### src/rtl/pc_ret_stack_if.sv
// Call/return bus between the control unit and the return-address stack.
// DEPTH must match the pc_ret_stack instance so that level is sized correctly.
interface pc_ret_stack_if #(
  parameter int unsigned DEPTH = 8
);
  localparam int unsigned LVL_W = $clog2(DEPTH) + 1;

  logic             push;
  logic             pop;
  logic [9:0]       pc_count;
  logic [9:0]       ret_addr;
  logic             full;
  logic             empty;
  logic [LVL_W-1:0] level;
  logic             err;

  // Control unit side: issues CALL/RET strobes and the current PC.
  modport master (
    output push, pop, pc_count,
    input  ret_addr, full, empty, level, err
  );

  // Stack side.
  modport slave (
    input  push, pop, pc_count,
    output ret_addr, full, empty, level, err
  );
endinterface

### src/rtl/pc_ret_stack.sv
// Hardware return-address stack for the MCU program counter.
// CALL stores pc_count+1; RET pops, with ret_addr already showing the popped entry.
// Build option: define RAS_ERR_STICKY_EN to make err sticky until rst,
// otherwise err is a one-cycle pulse after each overflow/underflow.
module pc_ret_stack #(
  parameter int unsigned DEPTH = 8
) (
  input logic           clk,
  input logic           rst,
  pc_ret_stack_if.slave bus
);
  localparam int unsigned AW    = 10;
  localparam int unsigned PTR_W = $clog2(DEPTH);
  localparam int unsigned LVL_W = PTR_W + 1;

  logic [AW-1:0]    mem [DEPTH];
  logic [LVL_W-1:0] sp_q, sp_nxt;
  logic [AW-1:0]    top_q, top_nxt;
  logic             full_q, empty_q, err_q, err_nxt;
  logic             is_full, is_empty;
  logic [AW-1:0]    push_val;
  logic             wr_en, err_evt;
  logic [PTR_W-1:0] wr_idx;

  // Next stack pointer, array write and next top-of-stack shadow.
  always_comb begin
    push_val = bus.pc_count + AW'(1);
    is_full  = (sp_q == LVL_W'(DEPTH));
    is_empty = (sp_q == '0);
    sp_nxt   = sp_q;
    top_nxt  = top_q;
    wr_en    = 1'b0;
    wr_idx   = '0;
    err_evt  = 1'b0;
    if (bus.push && bus.pop) begin
      // Replace top; on an empty stack the push still happens but flags underflow.
      wr_en   = 1'b1;
      top_nxt = push_val;
      if (is_empty) begin
        wr_idx  = '0;
        sp_nxt  = LVL_W'(1);
        err_evt = 1'b1;
      end else begin
        wr_idx = PTR_W'(sp_q - LVL_W'(1));
      end
    end else if (bus.push) begin
      if (is_full) begin
        err_evt = 1'b1;
      end else begin
        wr_en   = 1'b1;
        wr_idx  = PTR_W'(sp_q);
        sp_nxt  = sp_q + LVL_W'(1);
        top_nxt = push_val;
      end
    end else if (bus.pop) begin
      if (is_empty) begin
        err_evt = 1'b1;
      end else begin
        sp_nxt  = sp_q - LVL_W'(1);
        top_nxt = (sp_q >= LVL_W'(2)) ? mem[PTR_W'(sp_q - LVL_W'(2))] : '0;
      end
    end
`ifdef RAS_ERR_STICKY_EN
    err_nxt = err_q | err_evt;
`else
    err_nxt = err_evt;
`endif
  end

  // Return-address storage; contents are deliberately not reset.
  always_ff @(posedge clk) begin
    if (wr_en && !rst) begin
      mem[wr_idx] <= push_val;
    end
  end

  // Pointer, registered top-of-stack copy and status flags.
  always_ff @(posedge clk) begin
    if (rst) begin
      sp_q    <= '0;
      top_q   <= '0;
      full_q  <= 1'b0;
      empty_q <= 1'b1;
      err_q   <= 1'b0;
    end else begin
      sp_q    <= sp_nxt;
      top_q   <= top_nxt;
      full_q  <= (sp_nxt == LVL_W'(DEPTH));
      empty_q <= (sp_nxt == '0);
      err_q   <= err_nxt;
    end
  end

  assign bus.ret_addr = top_q;
  assign bus.level    = sp_q;
  assign bus.full     = full_q;
  assign bus.empty    = empty_q;
  assign bus.err      = err_q;
endmodule

### src/flat_wrapper.sv
// flat-port wrapper written by rule: the top's interface ports become plain ports
module pc_ret_stack_flat 
#(
  parameter int unsigned DEPTH = 8
)
  (clk, rst, bus_push, bus_pop, bus_pc_count, bus_ret_addr, bus_full, bus_empty, bus_level, bus_err);
  pc_ret_stack_if #(.DEPTH(DEPTH)) bus_i ();
  input logic clk;
  input logic rst;
  input wire logic [$bits(bus_i.push)-1:0] bus_push;
  input wire logic [$bits(bus_i.pop)-1:0] bus_pop;
  input wire logic [$bits(bus_i.pc_count)-1:0] bus_pc_count;
  output wire logic [$bits(bus_i.ret_addr)-1:0] bus_ret_addr;
  output wire logic [$bits(bus_i.full)-1:0] bus_full;
  output wire logic [$bits(bus_i.empty)-1:0] bus_empty;
  output wire logic [$bits(bus_i.level)-1:0] bus_level;
  output wire logic [$bits(bus_i.err)-1:0] bus_err;
  assign bus_i.push = bus_push;
  assign bus_i.pop = bus_pop;
  assign bus_i.pc_count = bus_pc_count;
  assign bus_ret_addr = bus_i.ret_addr;
  assign bus_full = bus_i.full;
  assign bus_empty = bus_i.empty;
  assign bus_level = bus_i.level;
  assign bus_err = bus_i.err;
  pc_ret_stack #(.DEPTH(DEPTH)) u_core (.clk(clk), .rst(rst), .bus(bus_i));
endmodule
### config.mk
export PLATFORM = sky130hd
export DESIGN_NAME = pc_ret_stack_flat
export DESIGN_NICKNAME = d
export VERILOG_FILES = /design/src/rtl/pc_ret_stack_if.sv /design/src/rtl/pc_ret_stack.sv /design/src/flat_wrapper.sv
export SDC_FILE = /design/constraint.sdc
export NUM_CORES = 1
export LEC_CHECK = 0
export ABC_AREA = 1
export CORE_AREA = 2 2 106 87
export DETAILED_ROUTE_END_ITERATION = 10
export DIE_AREA = 0 0 108 89
export DONT_BUFFER_PORTS = 1
export GPL_TIMING_DRIVEN = 0
export HOLD_SLACK_MARGIN = 0.1
export PLACE_DENSITY = 0.74
export SLEW_MARGIN = 5
export SYNTH_ARGS = -nofsm -noshare
export SYNTH_HDL_FRONTEND = slang
export SYNTH_SLANG_ARGS = --single-unit
### constraint.sdc
create_clock -name clk -period 3.8 [get_ports clk]
set_input_delay 0.76 -clock clk [delete_from_list [all_inputs] [get_ports clk]]
set_output_delay 0.76 -clock clk [all_outputs]
set_load 0.05 [all_outputs]
Yosys cells after proc, flatten, opt, wreduce, memory -nomap -nowiden
Memories as Yosys holds them, arrays and structs flattened.
Index checks and enable logic that the tools add are counted.
Storage, ports and cells
  bits in registers: 17
  memory bits (writable): 80
  bits of input ports: 14
  word-level logic and storage cells: 48
  memories: 1
Operators by class
  add/subtract/negate cells: 4
  order comparisons: 1
  eq/ne operators: 4
  multiplexer cells: 26
  reductions and logical operators: 7
Memories
  u_core.mem: words 8, width 10, rd ports 1, clocked after Yosys merged registers in 0, write ports 1, RTL line pc_ret_stack.sv:16  | logic [AW-1:0] mem [DEPTH];
Operator list (count)
  $mux W10: 6
  $mux W4: 6
  $mux W3: 4
  $add A10 B1 Y10 const B: 1
  $mux W1: 10
  $eq A4 B4 Y1 const B: 2
  $logic_not A4 Y1: 2
  $ne A3 B3 Y1 const B: 2
  $add A4 B1 Y4 const B: 1
  $ge A4 B2 Y1 const B: 1
  $sub A4 B1 Y4 const B: 1
  $reduce_and A3 Y1: 1
  $reduce_bool A3 Y1: 1
  $sub A3 B2 Y3 const B: 1
  $logic_and A1 B1 Y1: 2
  $logic_not A1 Y1: 1

Depth between registers and ports, before layout
  depth in word-level cells: 7
  gate-level depth with buffers: 13
  mapped depth without buffers: 11

Worst setup path before layout
Ideal clock, no wire load.
  path type: reg-to-reg
  start: register u_core.sp_q[0], in the netlist u_core.bus.level[0]
  end: memory u_core.mem[1][0], enable pin
  setup time: 376 ps
  data arrival time: 2491 ps
  setup slack: 933 ps
  cell stages (with the launch flop): 11
  path buffers: 2
  clock period less this slack: 2867 ps
  path through: dfxtp_1 > buf_2 > inv_2 > buf_2 > ha_1 > nand2_4 > ha_1 > inv_1 > o22ai_1 > nand2_1 > nor2_1
On the way
  cells in the longest elaborated chain, start to end: 7
  elaborated cells between the ends (all ways): 13
Ends and longest elaborated chain
  from (decl): RTL line pc_ret_stack.sv:17  | logic [LVL_W-1:0] sp_q, sp_nxt;
  from (signal assigned): RTL line pc_ret_stack.sv:86  | sp_q <= sp_nxt;
  $eq A4 B4 Y1: RTL line pc_ret_stack.sv:28  | is_full = (sp_q == LVL_W'(DEPTH));
  $mux W1: RTL line pc_ret_stack.sv:47  | if (is_full) begin
  $mux W1: RTL line pc_ret_stack.sv:46  | end else if (bus.push) begin
  $mux W1: RTL line pc_ret_stack.sv:35  | if (bus.push && bus.pop) begin
  $logic_and A1 B1 Y1: RTL line pc_ret_stack.sv:72  | if (wr_en && !rst) begin
  $mux W1: RTL line pc_ret_stack.sv:72
  $mux W1 (not written as such): RTL line pc_ret_stack.sv:73  | mem[wr_idx] <= push_val;
  to (decl): RTL line pc_ret_stack.sv:16
Parallel ways exist; a longest one is shown, timed or not.

Worst setup path after layout
  start: register u_core.sp_q[1], in the netlist u_core.bus.level[1]
  end: memory u_core.mem[5][3], enable pin
The elaborated chain is that of the path after synthesis.

==> impl_metrics.env <==
export IMPL_swShare_pct=33.28
export IMPL_drt_drc_violations_left=0
export IMPL_ant_nets=0
export IMPL_p_int_uw=1665
export IMPL_core_area_um2=8446
export IMPL_drt_total_wl_um=10470
export IMPL_combPwrFrac_pct=18.7
export IMPL_min_path_type="in2reg"
export IMPL_yosysSeqAreaShare_pct=59.34
export IMPL_grt_pass1_wl_um=16500
export IMPL_cpPeakStageDelay_ps=880
export IMPL_switching_power_uw=830.5
export IMPL_first_global_vias=3202
export IMPL_tritoncts="yes"
export IMPL_clock_power_share_pct=28.8
export IMPL_yosysMostFrequentCell="nand2_1"
export IMPL_synth_warning_count=0
export IMPL_die_area_um2=9612
export IMPL_die_x_um=108
export IMPL_nNetsFinal=531
export IMPL_yosys_top_cells_count="nand2_1, edfxtp_1, nand3_1, nor2_1, inv_1"
export IMPL_synth_edff_count=80
export IMPL_grt_max_degree=19
export IMPL_clock_path_buffers=2
export IMPL_gp_congestion=0.9036
export IMPL_hold_slack_ps=617.7
export IMPL_detail_route_wl_per_cell_um=16.75
export IMPL_drtIter0Drc=240
export IMPL_rsz0062_at_grt="yes"
export IMPL_finalPower_uw=2495
export IMPL_cts_root_buffer="clkbuf_8"
export IMPL_dr_pass1_iters=5
export IMPL_post_route_min_period_ps=3714
export IMPL_critPathCaptureType="register"
export IMPL_yosysTopAreaCell="edfxtp_1"
export IMPL_p_leak_uw=0.002079
export IMPL_critical_path_top_delay_family="simple AND/OR/NAND/NOR gates"
export IMPL_critPathBufInv=3
export IMPL_antenna_cells=0
export IMPL_startpoint_type="register"
export IMPL_synth_area_um2=4622
export IMPL_clk_pin_slew_ps=110
export IMPL_synthDistinctLibCells=34
export IMPL_htreeDepth=3
export IMPL_status="finished clean"
export IMPL_fill_cells=745
export IMPL_drive_above_1_share_pct=11.11
export IMPL_p_per_area_nw_per_um2=501.3
export IMPL_dp_hpwl_um=7193
export IMPL_synth_avg_cell_area_um2=9.300
export IMPL_cap_violations=0
export IMPL_path_max_fanout=12
export IMPL_setup_viol=0
export IMPL_synthTopCellsByArea="edfxtp_1, nand2_1, nand3_1, dfxtp_1, nor2_1"
export IMPL_fmax_mhz=269.2
export IMPL_worstPathCellList="inv_1 > buf_2 > ha_1 > nand2_4 > ha_1 > inv_1 > o22ai_1 > nand2_1 > nor2_1"
export IMPL_synth_seq_cells=97
export IMPL_multi_input_area_um2=1619
export IMPL_pwr_share_seq_pct=52.5
export IMPL_r2r_slack_ps=90
export IMPL_slowest_stage="nor2_1"
export IMPL_finalHoldViolations=0
export IMPL_peakVddDrop_uv=236.0
export IMPL_finalMaxSlewViolations=0
export IMPL_worstPathArrival_ps=3710
export IMPL_cts_buffers=9
export IMPL_grt_overflow=0
export IMPL_relSlewSlack_pct=24.90
export IMPL_seq_area_um2=2743
export IMPL_die_h_um=89
export IMPL_io_buffers=0
export IMPL_cts_sinks=97
export IMPL_ys_flop_type="edfxtp_1"
export IMPL_syn_inst=497
export IMPL_num_io_pins=31
export IMPL_ys_async_sr_fraction_pct=0
export IMPL_syn2layout_area_growth_pct=7.688
export IMPL_vias_per_cell=5.445
export IMPL_hold_buffers=0
export IMPL_final_setup_skew_ps=14.15
export IMPL_antenna_found_initial=0
export IMPL_rows=30
export IMPL_synth_top_area_share_pct=51.98
export IMPL_grt_usage_pct=23.44
export IMPL_crit_type="reg2reg"
export IMPL_syn_nets=520
export IMPL_worstPathRequired_ps=3800
export IMPL_clkLatencyLatePin_ps=380
export IMPL_start_util_pct=54.73
export IMPL_tightest_slew_ps=1122
export IMPL_fin_crit_sh_pct=97.75
export IMPL_route_vias_total=3403
[power by group through the flow]
stage	registers (µW)	clock network (µW)	logic, µW
6_report	1310	719	466
3_3_place_gp	1330	0	449
4_1_cts	1310	725	462
3_5_place_dp	1340	0	459
2_1_floorplan	1330	0	344
5_1_grt	1320	753	525
[worst min-delay path: stages]
cell	delay (ps)
a21oi_1	40
nand2_1	100
a21oi_2	50
[layout by cell type (no fill, tap or decap), types with 2 or more instances in the layout]
cell type and instances:
nor2_2 3, buf_2 14, inv_1 35, o21ai_0 3
a21oi_2 7, nand2_2 7, inv_2 2, ha_1 9
clkinv_4 2, nand3b_1 2, edfxtp_1 80, nand3_1 69
clkbuf_8 9, a21oi_1 4, nand4_1 2, clkbuf_1 3
dfxtp_1 17, nand2_4 3, xor2_1 4, nor2_1 34
inv_8 3, nand2_1 183, o22ai_1 2
[metrics by stage]
step           cell area (µm²)  setup slack, ps  cells  utilization (%)  TNS [ps]
3_5_place_dp              4762            114.2    609            56.39         0
2_1_floorplan             4622            932.6    497                -         0
3_3_place_gp              4762            194.6    609            56.39         0
6_report                  4977            85.55    625            58.93         0
4_1_cts                   4972            94.01    625            58.87         0
5_1_grt                   4977           -102.3    625            58.93     -3013
[layer usage]
metal | share of wire [%] | up-vias | routed length, µm | GRT usage [%]
met2 | 45 | 133 | 4752 | 36.71
li1 | - | 1660 | - | -
met5 | 0 | - | 0 | 0
met1 | 45 | 1591 | 4704 | 31.76
met3 | 7.7 | 19 | 807 | 5.977
met4 | 1.9 | 0 | 204 | 9.324
[area by class of cell]
type	count	share of cell area, %
sequential	97	55.10
multi-input combinational	341	32.53
inverter	39	2.991
tap	112	2.815
clock buffer	9	2.489
buffer	20	2.338
clock inverter	7	1.735
[repair_timing]
| item | CTS | global route |
|---|---|---|
| gates resized for setup | 0 | 2 |
| buffers inserted | 0 | 0 |
| setup endpoints to repair | 0 | 54 |
[cells by family (layout without fill, tap and decap cells)]
kind of cell             count (synthesis)  count (layout)  synth area share (%)
AND/OR/NAND/NOR                        307             307                 28.59
flip-flops                              97              97                 59.34
buffers and inverters                   59              75                 5.739
AO/OA/AOI/OAI                           20              20                 2.951
adder cells (fa/ha/maj)                  9               9                 2.436
XOR/XNOR                                 5               5                0.9474
[registers in the layout (all words and copies together), names as in the netlist]
register and cells:
u_core.bus.ret_addr 10, u_core.mem 80, u_core.bus.err 1, u_core.bus.full 1, u_core.bus.empty 1, u_core.bus.level 4
[path summary, 6_finish.rpt]
path                                        from                             endpoint  depth (start not counted)
max               u_core.bus.level[1]$_SDFF_PP0_           u_core.mem[5][3]$_DFFE_PP_                          9
min                              bus_pc_count[0]  u_core.bus.ret_addr[0]$_SDFFE_PP0P_                          3
max reg2reg       u_core.bus.level[1]$_SDFF_PP0_           u_core.mem[5][3]$_DFFE_PP_                          9
min reg2reg  u_core.bus.ret_addr[2]$_SDFFE_PP0P_  u_core.bus.ret_addr[2]$_SDFFE_PP0P_                          2
Note: power is estimated with default switching activity, not from simulation.
